==> src/rtl/tl_dma_copy_pkg.sv <==
// Shared encodings for the TileLink block copy engine.
// Holds the TL A/D opcode encodings and the copy engine state enum.
package tl_dma_copy_pkg;

    localparam int unsigned TlSizeWidth = 4;

    typedef enum logic [2:0] {
        TL_A_PUT_FULL_DATA    = 3'd0,
        TL_A_PUT_PARTIAL_DATA = 3'd1,
        TL_A_ARITHMETIC_DATA  = 3'd2,
        TL_A_LOGICAL_DATA     = 3'd3,
        TL_A_GET              = 3'd4,
        TL_A_INTENT           = 3'd5,
        TL_A_ACQUIRE_BLOCK    = 3'd6,
        TL_A_ACQUIRE_PERM     = 3'd7
    } tl_a_op_e;

    typedef enum logic [2:0] {
        TL_D_ACCESS_ACK      = 3'd0,
        TL_D_ACCESS_ACK_DATA = 3'd1,
        TL_D_HINT_ACK        = 3'd2,
        TL_D_GRANT           = 3'd4,
        TL_D_GRANT_DATA      = 3'd5,
        TL_D_RELEASE_ACK     = 3'd6
    } tl_d_op_e;

    typedef enum logic [2:0] {
        ST_IDLE,
        ST_GET,
        ST_RDATA,
        ST_PUT,
        ST_WACK,
        ST_DONE
    } dma_state_e;

endpackage

==> src/rtl/tl_dma_copy.sv <==
// Memory-to-memory block copy engine, TileLink host on the DMA port.
// Each block: one Get burst into a local beat buffer, then one PutFullData
// burst out of it. Completion and error are reported on a one-cycle pulse.
// Ports:
//   clk_i / rst_ni               clock, async active-low reset
//   cmd_*                        command (src, dst, length in blocks) + ready
//   busy_o / done_o / error_o    status
//   a_* / b_* / c_* / d_* / e_*  TL-C host channels (B, C, E idle)
module tl_dma_copy
    import tl_dma_copy_pkg::*;
#(
    parameter int unsigned DataWidth   = 128,
    parameter int unsigned AddrWidth   = 38,
    parameter int unsigned SourceWidth = 3,
    parameter int unsigned SinkWidth   = 4,
    parameter int unsigned BlockSize   = 6
) (
    input  logic                     clk_i,
    input  logic                     rst_ni,
    input  logic                     cmd_valid_i,
    output logic                     cmd_ready_o,
    input  logic [AddrWidth-1:0]     cmd_src_i,
    input  logic [AddrWidth-1:0]     cmd_dst_i,
    input  logic [31:0]              cmd_len_i,
    output logic                     busy_o,
    output logic                     done_o,
    output logic                     error_o,
    output logic                     a_valid_o,
    input  logic                     a_ready_i,
    output logic [2:0]               a_opcode_o,
    output logic [2:0]               a_param_o,
    output logic [TlSizeWidth-1:0]   a_size_o,
    output logic [SourceWidth-1:0]   a_source_o,
    output logic [AddrWidth-1:0]     a_address_o,
    output logic [DataWidth/8-1:0]   a_mask_o,
    output logic [DataWidth-1:0]     a_data_o,
    output logic                     a_corrupt_o,
    input  logic                     b_valid_i,
    output logic                     b_ready_o,
    input  logic [2:0]               b_opcode_i,
    input  logic [1:0]               b_param_i,
    input  logic [TlSizeWidth-1:0]   b_size_i,
    input  logic [SourceWidth-1:0]   b_source_i,
    input  logic [AddrWidth-1:0]     b_address_i,
    input  logic [DataWidth/8-1:0]   b_mask_i,
    input  logic [DataWidth-1:0]     b_data_i,
    input  logic                     b_corrupt_i,
    output logic                     c_valid_o,
    input  logic                     c_ready_i,
    output logic [2:0]               c_opcode_o,
    output logic [2:0]               c_param_o,
    output logic [TlSizeWidth-1:0]   c_size_o,
    output logic [SourceWidth-1:0]   c_source_o,
    output logic [AddrWidth-1:0]     c_address_o,
    output logic [DataWidth-1:0]     c_data_o,
    output logic                     c_corrupt_o,
    input  logic                     d_valid_i,
    output logic                     d_ready_o,
    input  logic [2:0]               d_opcode_i,
    input  logic [1:0]               d_param_i,
    input  logic [TlSizeWidth-1:0]   d_size_i,
    input  logic [SourceWidth-1:0]   d_source_i,
    input  logic [SinkWidth-1:0]     d_sink_i,
    input  logic                     d_denied_i,
    input  logic [DataWidth-1:0]     d_data_i,
    input  logic                     d_corrupt_i,
    output logic                     e_valid_o,
    input  logic                     e_ready_i,
    output logic [SinkWidth-1:0]     e_sink_o
);

    localparam int unsigned BlockBytes = 32'd1 << BlockSize;
    localparam int unsigned Beats      = (BlockBytes * 8) / DataWidth;
    localparam int unsigned BeatW      = (Beats > 1) ? $clog2(Beats) : 1;

    dma_state_e                 r_state;
    logic [AddrWidth-1:0]       r_src;
    logic [AddrWidth-1:0]       r_dst;
    logic [31:0]                r_len;
    logic                       r_err;
    logic [BeatW-1:0]           r_beat;
    logic [DataWidth-1:0]       r_buf [Beats];
    logic                       r_cmd_ready;
    logic                       r_busy;
    logic                       r_done;
    logic                       r_error;
    logic                       r_a_valid;
    logic [2:0]                 r_a_opcode;
    logic [AddrWidth-1:0]       r_a_address;
    logic [DataWidth-1:0]       r_a_data;
    logic                       r_d_ready;

    logic [AddrWidth-1:0]       w_src_aligned;
    logic [AddrWidth-1:0]       w_dst_aligned;
    logic [AddrWidth-1:0]       w_src_next;
    logic [AddrWidth-1:0]       w_dst_next;
    logic                       w_beat_last;
    logic [BeatW-1:0]           w_beat_inc;
    logic                       w_err_rd;
    logic                       w_err_wr;
    logic [DataWidth-1:0]       w_put_first;
    logic                       w_unused_tl;

    assign w_src_aligned = {cmd_src_i[AddrWidth-1:BlockSize], {BlockSize{1'b0}}};
    assign w_dst_aligned = {cmd_dst_i[AddrWidth-1:BlockSize], {BlockSize{1'b0}}};
    assign w_src_next    = r_src + AddrWidth'(BlockBytes);
    assign w_dst_next    = r_dst + AddrWidth'(BlockBytes);
    assign w_beat_last   = (r_beat == BeatW'(Beats - 1));
    assign w_beat_inc    = r_beat + BeatW'(1);

    // Error flag as it stands after the current D beat is accepted.
    assign w_err_rd = r_err | d_denied_i | d_corrupt_i | (d_opcode_i != TL_D_ACCESS_ACK_DATA);
    assign w_err_wr = r_err | d_denied_i | (d_opcode_i != TL_D_ACCESS_ACK);

    // With a single-beat block, slot 0 is being filled in the same cycle.
    assign w_put_first = (Beats == 1) ? d_data_i : r_buf[0];

    // Fixed A attributes; B, C and E channels are never used.
    assign a_param_o   = '0;
    assign a_size_o    = TlSizeWidth'(BlockSize);
    assign a_source_o  = '0;
    assign a_mask_o    = '1;
    assign a_corrupt_o = 1'b0;
    assign b_ready_o   = 1'b1;
    assign c_valid_o   = 1'b0;
    assign c_opcode_o  = '0;
    assign c_param_o   = '0;
    assign c_size_o    = '0;
    assign c_source_o  = '0;
    assign c_address_o = '0;
    assign c_data_o    = '0;
    assign c_corrupt_o = 1'b0;
    assign e_valid_o   = 1'b0;
    assign e_sink_o    = '0;

    assign w_unused_tl = ^{b_valid_i, b_opcode_i, b_param_i, b_size_i, b_source_i, b_address_i,
                           b_mask_i, b_data_i, b_corrupt_i, c_ready_i, e_ready_i,
                           d_param_i, d_size_i, d_source_i, d_sink_i};

    assign cmd_ready_o = r_cmd_ready;
    assign busy_o      = r_busy;
    assign done_o      = r_done;
    assign error_o     = r_error;
    assign a_valid_o   = r_a_valid;
    assign a_opcode_o  = r_a_opcode;
    assign a_address_o = r_a_address;
    assign a_data_o    = r_a_data;
    assign d_ready_o   = r_d_ready;

    // Copy sequencer; every output is loaded together with its next state.
    always_ff @(posedge clk_i or negedge rst_ni) begin
        if (!rst_ni) begin
            r_state     <= ST_IDLE;
            r_src       <= '0;
            r_dst       <= '0;
            r_len       <= '0;
            r_err       <= 1'b0;
            r_beat      <= '0;
            r_buf       <= '{default: '0};
            r_cmd_ready <= 1'b1;
            r_busy      <= 1'b0;
            r_done      <= 1'b0;
            r_error     <= 1'b0;
            r_a_valid   <= 1'b0;
            r_a_opcode  <= TL_A_GET;
            r_a_address <= '0;
            r_a_data    <= '0;
            r_d_ready   <= 1'b0;
        end else begin
            unique case (r_state)
                ST_IDLE: begin
                    if (cmd_valid_i && r_cmd_ready) begin
                        r_src       <= w_src_aligned;
                        r_dst       <= w_dst_aligned;
                        r_len       <= cmd_len_i;
                        r_err       <= 1'b0;
                        r_beat      <= '0;
                        r_cmd_ready <= 1'b0;
                        r_busy      <= 1'b1;
                        if (cmd_len_i == 32'd0) begin
                            r_state <= ST_DONE;
                            r_done  <= 1'b1;
                            r_error <= 1'b0;
                        end else begin
                            r_state     <= ST_GET;
                            r_a_valid   <= 1'b1;
                            r_a_opcode  <= TL_A_GET;
                            r_a_address <= w_src_aligned;
                        end
                    end
                end
                ST_GET: begin
                    if (a_ready_i) begin
                        r_a_valid <= 1'b0;
                        r_d_ready <= 1'b1;
                        r_beat    <= '0;
                        r_state   <= ST_RDATA;
                    end
                end
                ST_RDATA: begin
                    // All beats are drained even after an error is seen.
                    if (d_valid_i) begin
                        r_buf[r_beat] <= d_data_i;
                        r_err         <= w_err_rd;
                        if (w_beat_last) begin
                            r_d_ready <= 1'b0;
                            r_beat    <= '0;
                            if (w_err_rd) begin
                                r_state <= ST_DONE;
                                r_done  <= 1'b1;
                                r_error <= 1'b1;
                            end else begin
                                r_state     <= ST_PUT;
                                r_a_valid   <= 1'b1;
                                r_a_opcode  <= TL_A_PUT_FULL_DATA;
                                r_a_address <= r_dst;
                                r_a_data    <= w_put_first;
                            end
                        end else begin
                            r_beat <= w_beat_inc;
                        end
                    end
                end
                ST_PUT: begin
                    if (a_ready_i) begin
                        if (w_beat_last) begin
                            r_a_valid <= 1'b0;
                            r_d_ready <= 1'b1;
                            r_beat    <= '0;
                            r_state   <= ST_WACK;
                        end else begin
                            r_beat   <= w_beat_inc;
                            r_a_data <= r_buf[w_beat_inc];
                        end
                    end
                end
                ST_WACK: begin
                    if (d_valid_i) begin
                        r_d_ready <= 1'b0;
                        r_err     <= w_err_wr;
                        r_src     <= w_src_next;
                        r_dst     <= w_dst_next;
                        r_len     <= r_len - 32'd1;
                        if (w_err_wr || (r_len == 32'd1)) begin
                            r_state <= ST_DONE;
                            r_done  <= 1'b1;
                            r_error <= w_err_wr;
                        end else begin
                            r_state     <= ST_GET;
                            r_a_valid   <= 1'b1;
                            r_a_opcode  <= TL_A_GET;
                            r_a_address <= w_src_next;
                        end
                    end
                end
                ST_DONE: begin
                    r_done      <= 1'b0;
                    r_error     <= 1'b0;
                    r_busy      <= 1'b0;
                    r_cmd_ready <= 1'b1;
                    r_state     <= ST_IDLE;
                end
                default: begin
                    r_state <= ST_IDLE;
                end
            endcase
        end
    end

endmodule

==> config.mk <==
export PLATFORM = sky130hd
export DESIGN_NAME = tl_dma_copy
export DESIGN_NICKNAME = d
export VERILOG_FILES = /design/src/rtl/tl_dma_copy_pkg.sv /design/src/rtl/tl_dma_copy.sv
export SDC_FILE = /design/constraint.sdc
export NUM_CORES = 1
export LEC_CHECK = 0
export CELL_PAD_IN_SITES_DETAIL_PLACEMENT = 1
export CELL_PAD_IN_SITES_GLOBAL_PLACEMENT = 1
export CORE_AREA = 5 5 328 330
export DETAILED_ROUTE_END_ITERATION = 7
export DIE_AREA = 0 0 333 335
export GPL_TIMING_DRIVEN = 0
export MAX_ROUTING_LAYER = met4
export PLACE_DENSITY_LB_ADDON = 0.1
export SLEW_MARGIN = 20
export SYNTH_ARGS = -nofsm -noshare
export SYNTH_HDL_FRONTEND = slang
export SYNTH_SLANG_ARGS = --single-unit
==> constraint.sdc <==
create_clock -name clk_i -period 4.4 [get_ports clk_i]
set_input_delay 0.88 -clock clk_i [delete_from_list [all_inputs] [get_ports clk_i]]
set_output_delay 0.88 -clock clk_i [all_outputs]
set_load 0.01 [all_outputs]
==> summary.log, run 1 <==
[power_and_ir_drop] Sequential Power Share 38.2%
[route] drt total wl 130400 um
[route] Initial DRT Pass Iterations 5
[cells_and_area] ratio of cells with drive above 1 in the final layout 22.56%
[clock_tree] depth of the CTS H-tree 3
[setup_path] critical path data arrival time 4.80 ns
[grt] pin count of the biggest net entering global routing 130
[clock_tree] CTS Hold Bufs 0
[placed_design] Port Buf Inserts 406
[floorplanning] die width 333 um
[floorplanning] starting density of the core 35.67%
[setup_path] required time reported for the critical path endpoint 4.97 ns
[placed_design] placed wire-length estimate 93740 um
[setup_path] worst setup path class input port to register
[power_and_ir_drop] switching share of total power 35.45%
[power_and_ir_drop] Power Internal 0.01985 W
[setup_path] CP Launch Type input port
[yosys] share of synthesized registers carrying an async set or reset 100.0%
[sta] Period Utilization, post-route 96.11%
[power_and_ir_drop] power density normalized to cell area 652.6 nW/um2
[grt] number of antenna violations at the first check in global routing 21
[route] drc violations 0
[placed_design] placed cell count 5389
[yosys] number of enable flip-flop cells after synthesis 0
[floorplanning] number of rows in the core area 119
[sta] minimum clock period 4.229 ns
[clock_tree] clock network latency to the later pin of the worst-skew pair 0.68 ns
[sta] post-route worst setup slack 0.1711 ns
[clock_tree] clock-pin slew on the worst setup and hold paths 0.06 ns
[floorplanning] die footprint 111600 um2
[hold_path] Hold Crit Class input port to asynchronous set/reset pin
[placed_design] instance area after placement 44110 um2
[setup_path] start point of the critical path d_valid_i
[floorplanning] boundary pin count 846
[sta] Total Negative Setup Slacks 0 ns
[run] number of max-cap violations 0
[route] average wire length per cell after detail routing 23.40 um
[clock_tree] buffer depth of the longest clock path 3
[grt] wire length of the first global-routing pass 195900 um
[clock_tree] Post-CTS Setup Bufs 0
[cells_and_area] most common cell after layout, fill and taps aside sky130_fd_sc_hd__dfrtp_1
[sta] slew of the pin with the lowest slew margin 1.115 ns
[sta] final setup violating endpoints 0
[cells_and_area] most used cells in the layout excluding fill and tap cells sky130_fd_sc_hd__dfrtp_1 (780), sky130_fd_sc_hd__mux2_2 (518), sky130_fd_sc_hd__clkdlybuf4s50_1 (405)
[yosys] flip-flop and latch count after synthesis 782
[yosys] syn_area_per_cell 11.06 um2
[clock_tree] CTS sink cnt 782
[sta] maximum clock skew at final layout 0.03674 ns
[cells_and_area] Final Instance Area 47120 um2
[floorplanning] die outline height 335 um
[clock_tree] clock tree from TritonCTS yes
[placed_design] Placement Setup Slack -0.8797 ns
[setup_path] critical path endpoint category register
[placed_design] Routability Congestion 0.8769
[route] via count of the routed design 28620
[route] vias per cell 5.138
[power_and_ir_drop] IR Drop Worst-Case VDD 0.3084 mV
[setup_path] startpoint of the worst-slack reg-to-reg timing path r_beat[0]
[power_and_ir_drop] portion of total power attributed to the clock network 24.8%
[sta] timing-limited maximum frequency 236.5 MHz
[clock_tree] clock buffer count from CTS 93
[grt] overall track demand over capacity in global routing 23.35%
[setup_path] crit path max fanout 10
[power_and_ir_drop] leakage power summed over all cells 21.43 nW
[yosys] part of the Yosys area used for sequential elements 52.49%
[yosys] Yosys cell types 67
[clock_tree] buffer type at the clock tree root sky130_fd_sc_hd__clkbuf_16
[grt] total global routing overflow 0
[power_and_ir_drop] share of total power in combinational logic 37.1%
[yosys] area of the mapped netlist 37280 um2
[cells_and_area] growth of design area from synthesis to finish 26.39%
[yosys] ys flop type sky130_fd_sc_hd__dfrtp_1
[outcome] outcome finished clean
[sta] Slew headroom 25.12%
[cells_and_area] Post-layout nets 4558
[grt] vias in the first global route 30210
[route] count of routing violations after the opening detailed-route iteration 1612
[sta] total count of hold-check failures in the final report 0
[yosys] instance count of the mapped netlist 3370
[floorplanning] core box area 104500 um2
[yosys] YS warnings 0
[route] DRT antenna net count 0
[sta] setup repair after global routing missed its margin no
[cells_and_area] number of non-filler instances in the completed layout 5571
[power_and_ir_drop] P_sw 0.01090 W
[power_and_ir_drop] Design Power 0.03075 W
[sta] max-slew violation count 0
[path summary, 6_finish.rpt]
path / to / slack (ns) / cells past startpoint
max in group asynchronous: a_data_o[65] / 2.59 / 3
min in group clk_i: a_data_o[0] / 0.48 / 2
max reg2reg: a_data_o[114] / 0.40 / 10
max: a_data_o[114] / 0.17 / 10
min reg2reg: a_data_o[0] / 0.48 / 2
min: r_len[18] / 0.1 / 1
[critical path, stage by stage]
cell and delay (ns):
sky130_fd_sc_hd__clkdlybuf4s50_1 0.58, sky130_fd_sc_hd__clkbuf_1 0.33, sky130_fd_sc_hd__and3_1 0.23, sky130_fd_sc_hd__o21ai_1 0.46, sky130_fd_sc_hd__clkbuf_2 0.64, sky130_fd_sc_hd__clkbuf_2 0.44, sky130_fd_sc_hd__clkbuf_1 0.45, sky130_fd_sc_hd__clkbuf_1 0.53
sky130_fd_sc_hd__nand2_1 0.13, sky130_fd_sc_hd__o21ai_0 0.11
[per-stage QoR]
stage               hold slack (ns)  util, %
floorplan                    0.4501        -
global placement             0.4601    41.99
detailed placement           0.4654    42.21
CTS                         0.08736    45.05
global route                 0.1206    45.08
finish                      0.09940    45.08
[power by group through the flow]
stage | combinational, W | sequential (W) | clock [W]
3_3_place_gp | 0.0113 | 0.0118 | 0
5_1_grt | 0.0124 | 0.0120 | 0.00813
6_report | 0.0114 | 0.0117 | 0.00761
4_1_cts | 0.0115 | 0.0117 | 0.00781
2_1_floorplan | 0.00695 | 0.0115 | 0
3_5_place_dp | 0.0115 | 0.0118 | 0
[cell type report]
type	count	area, um2
diodes	14	35.03
plain buffers	453	2565
clock buffers	143	2725
clock inverters	25	246.5
fillers	11420	57400
inverters	18	67.56
multi-input cells	2331	15900
flip-flops and latches	782	19570
well taps	1391	1740
repair buffers	414	4278
[registers in the layout, indices dropped and copies added, names as in the netlist, 2 cells and up]
register     count
r_buf          384
a_data_o       128
w_put_first    128
a_address_o     33
r_dst           32
r_len           32
r_src           32
r_state          3
r_beat           2
[routing by layer]
| layer | wire [um] | part of all wire [%] | GRT usage, % | vias to the layer above |
|---|---|---|---|---|
| met3 | 7987 | 6.1 | 5.178 | 178 |
| met2 | 60810 | 47 | 36.60 | 770 |
| met4 | 3098 | 2.4 | 5.784 | 0 |
| met1 | 58480 | 45 | 31.06 | 14580 |
| met5 | 0 | 0 | - | - |
| li1 | - | - | - | 13100 |
[cells in the mapped netlist, drive strengths merged (8+ instances only)]
cell / count / area share [%]
o32ai: 8 / 0.19
nor2: 220 / 2.2
nor3: 31 / 0.43
nand3: 44 / 0.59
inv: 18 / 0.18
dfrtp: 780 / 52
or4: 8 / 0.17
a2bb2oi: 12 / 0.28
o22ai: 172 / 2.9
ha: 8 / 0.27
a21oi: 267 / 3.6
nand4: 21 / 0.35
buf: 252 / 4.8
nand2: 235 / 2.4
and3: 11 / 0.18
xnor2: 11 / 0.26
o21ai: 228 / 3.1
mux2i: 131 / 3.5
a31oi: 8 / 0.13
mux2: 544 / 17
nor4: 20 / 0.39
a22oi: 38 / 0.77
xor2: 19 / 0.45
clkbuf: 201 / 2.0
[what timing repair did]
item	CTS	global route
resized for setup	1	1
hold endpoints to repair	0	0
setup endpoints to repair	40	15
[logic make-up after synthesis]
family | after synthesis | share of synthesized area (%)
AOI/OAI and AO/OA | 771 | 11.83
xor gates and xnor gates | 30 | 0.7047
adders and majority gates | 8 | 0.2685
buffers and inverters | 471 | 7.037
DFF | 782 | 52.49
muxes | 675 | 20.15
other | 2 | 0.02014
and+or+nand+nor | 631 | 7.500
Note: power is estimated with default switching activity, not from simulation.
==> run 2: changes to the inputs <==
CORE_AREA = 3 3 326 328   (was 5 5 328 330)
DIE_AREA = 0 0 329 331   (was 0 0 333 335)
==> run 2 against run 1 <==
  * Clock skew fell by 0.011 ns
  * Core utilization rose by 0.50 points
  * Worst hold slack improved by 0.012 ns
  * Sequential share of layout area fell by 0.053 points
  * First-iteration DRC count fell by 1.4%
  * Register-to-register slack barely moved
  * Global-route usage rose by 0.76 points
  * Critical path type is now register to register
  * Highest routed layer unchanged
==> summary.log, run 2 (synthesis results as in run 1) <==
[floorplanning] die width 329 um [-1.2%]
[sta] slew of the pin with the lowest slew margin 1.140 ns [+0.02547 ns]
[route] drt total wl 130500 um [about the same]
[clock_tree] Post-CTS Setup Bufs 0 [unchanged]
[route] DRT antenna net count 0 [unchanged]
[setup_path] CP Launch Type register
[setup_path] required time reported for the critical path endpoint 4.92 ns [-0.05 ns]
[clock_tree] clock tree from TritonCTS yes
[cells_and_area] area of the multi-input gates 15910 um2 [about the same]
[route] Initial DRT Pass Iterations 5 [unchanged]
[grt] number of antenna violations at the first check in global routing 29 [+38%]
[power_and_ir_drop] Design Power 0.03077 W [about the same]
[power_and_ir_drop] IR Drop Worst-Case VDD 0.3144 mV [+1.9%]
[setup_path] critical path endpoint category register
[power_and_ir_drop] power density normalized to cell area 652.2 nW/um2 [about the same]
[grt] pin count of the biggest net entering global routing 120 [-7.7%]
[sta] hold slack final 0.1114 ns [+0.01195 ns]
[sta] minimum clock period 3.989 ns [-0.2401 ns]
[clock_tree] CTS Hold Bufs 0 [unchanged]
[floorplanning] die footprint 108900 um2 [-2.4%]
[clock_tree] clock-pin slew on the worst setup and hold paths 0.06 ns [about the same]
[clock_tree] buffer type at the clock tree root sky130_fd_sc_hd__clkbuf_16
[setup_path] crit path max fanout 11 [+1]
[route] via count of the routed design 28550 [-0.25%]
[hold_path] Hold Crit Class input port to asynchronous set/reset pin
[clock_tree] clock buffer count from CTS 90 [-3.2%]
[setup_path] most repeated library cell on the critical path sky130_fd_sc_hd__clkbuf_1
[route] average wire length per cell after detail routing 23.45 um [+0.18%]
[cells_and_area] ratio of cells with drive above 1 in the final layout 22.66% [+0.097 points]
[clock_tree] depth of the CTS H-tree 3 [unchanged]
[clock_tree] clock network latency to the later pin of the worst-skew pair 0.68 ns [about the same]
[floorplanning] boundary pin count 846 [unchanged]
[floorplanning] number of rows in the core area 118 [-0.84%]
[grt] total global routing overflow 0 [unchanged]
[cells_and_area] most used cells in the layout excluding fill and tap cells sky130_fd_sc_hd__dfrtp_1 (780), sky130_fd_sc_hd__mux2_2 (518), sky130_fd_sc_hd__clkdlybuf4s50_1 (405)
[setup_path] crit path cell chain inv_1 > clkbuf_1 > ha_1 > clkbuf_1 > buf_1 > clkbuf_1 > mux2i_1 > a21oi_1 > o22ai_1 > o21ai_0
[sta] setup repair after global routing missed its margin no
[setup_path] biggest cell delay along the critical path 0.78 ns [+0.14 ns]
[cells_and_area] Largest Register r_buf
[cells_and_area] most common cell after layout, fill and taps aside sky130_fd_sc_hd__dfrtp_1
[grt] vias in the first global route 29690 [-1.7%]
[clock_tree] CTS sink cnt 782 [unchanged]
[sta] timing-limited maximum frequency 250.7 MHz [+6.0%]
[placed_design] placed wire-length estimate 93300 um [-0.47%]
[cells_and_area] storage element area 19570 um2 [unchanged]
[placed_design] Port Buf Inserts 406 [unchanged]
[sta] max-slew violation count 0 [unchanged]
[setup_path] critical path data arrival time 4.51 ns [-0.29 ns]
[sta] final setup violating endpoints 0 [unchanged]
[clock_tree] buffer depth of the longest clock path 3 [unchanged]
[setup_path] startpoint of the worst-slack reg-to-reg timing path r_beat[0]
[power_and_ir_drop] leakage power summed over all cells 21.46 nW [+0.13%]
[route] drc violations 0 [unchanged]
[setup_path] Max stage delay cell, worst path sky130_fd_sc_hd__clkbuf_1
[setup_path] number of buffer and inverter instances along the worst setup path 5 [-1]
[floorplanning] core box area 103500 um2 [-0.98%]
[setup_path] endpoint of the worst register-to-register path a_data_o[124]
[cells_and_area] number of flip-flops under the largest register name 384 [unchanged]
[cells_and_area] Filler Cell Count 11300 [-1.0%]
[placed_design] Routability Congestion 0.8636 [-1.5%]
[route] count of routing violations after the opening detailed-route iteration 1590 [-1.4%]
[setup_path] Largest delay share family, worst path buffers and inverters
[sta] Slew headroom 23.99% [-1.1 points]
[sta] Period Utilization, post-route 90.66% [-5.5 points]
[floorplanning] starting density of the core 36.02% [+0.35 points]
[sta] maximum clock skew at final layout 0.02608 ns [-0.01066 ns]
[setup_path] FF-to-FF path depth 10 [unchanged]
[cells_and_area] growth of design area from synthesis to finish 26.55%
[grt] overall track demand over capacity in global routing 24.11% [+0.76 points]
[setup_path] worst setup path class register to register
[route] vias per cell 5.132 [-0.12%]
[setup_path] reg-to-reg setup timing slack 0.41 ns [about the same]
[sta] total count of hold-check failures in the final report 0 [unchanged]
[floorplanning] die outline height 331 um [-1.2%]
[cells_and_area] Post-layout nets 4553 [-0.11%]
[grt] wire length of the first global-routing pass 193400 um [-1.3%]
[run] number of max-cap violations 0 [unchanged]
[sta] Total Negative Setup Slacks 0 ns [unchanged]
[outcome] outcome finished clean
## run 2: cell types whose count changed in the layout (fill, tap and decap cells not counted), moves of 2 or more
cell,change
sky130_fd_sc_hd__bufinv_16,+4
sky130_fd_sc_hd__inv_6,-2
sky130_fd_sc_hd__clkbuf_1,-10
sky130_fd_sc_hd__clkinv_2,+4
sky130_fd_sc_hd__clkbuf_16,-2
sky130_fd_sc_hd__diode_2,+13
sky130_fd_sc_hd__clkbuf_8,-5
sky130_fd_sc_hd__clkinv_8,+2
## run 2: worst max-delay path by stage
stage,cells past startpoint,from,endpoint,slack [ns]
finish,10,r_beat[0],a_data_o[124],0.41
global route,10,r_beat[0],a_data_o[123],0.08
CTS,10,r_beat[0],a_data_o[112],0.09
detailed placement,10,d_valid_i,a_data_o[107],-1.05
global placement,1,rst_ni,a_data_o[110],-35.50
floorplan,7,d_denied_i,a_address_o[10],1.22
## run 2: timing repair
| item | CTS | global route |
|---|---|---|
| endpoints found under the setup margin | 40 | 24 |
| gates resized for setup | 2 | 5 |
| gates cloned | 0 | 0 |
## run 2: worst reg2reg max path, delay by kind of cell (launching register included)
family                   cells  cell delay, ns
AO/OA/AOI/OAI                3            0.46
adder cells (fa/ha/maj)      1            0.24
buffers and inverters        5            2.40
flip-flops                   1            0.46
multiplexers                 1            0.29
## run 2: metrics by stage
step                      cell area (um2)  utilization [%]  cells  worst slack [ns]
after floorplan                     38090                -   3584             1.215
after global placement              43880            42.40   5370            -35.50
after detailed placement            44090            42.60   5377            -1.045
after CTS                           47100            45.51   5538           0.08826
after global routing                47180            45.59   5563           0.07881
final                               47180            45.59   5564            0.4111
## run 2: layout make-up
type                    count  area share, %
diodes                     27         0.1432
plain buffers             452          5.447
clock buffers             127          5.452
clock inverters            34         0.9175
inverters                  18         0.1432
multi-input cells        2331          33.72
flip-flops and latches    782          41.48
well taps                1380          3.659
repair buffers            413          9.042
## run 2: layer usage
| layer | wire, um | share of wire, % | global-route usage [%] | vias to the layer above |
|---|---|---|---|---|
| li1 | - | - | - | 13080 |
| met1 | 59270 | 45 | 31.80 | 14610 |
| met2 | 60440 | 46 | 37.63 | 697 |
| met3 | 8077 | 6.2 | 5.712 | 163 |
| met4 | 2661 | 2.0 | 5.761 | 0 |
| met5 | 0 | 0 | - | - |
## run 2: report_power, final
part	switching, W	internal [W]
sequential	0.00185	0.00991
clock	0.00318	0.00450
combinational	0.00582	0.00552
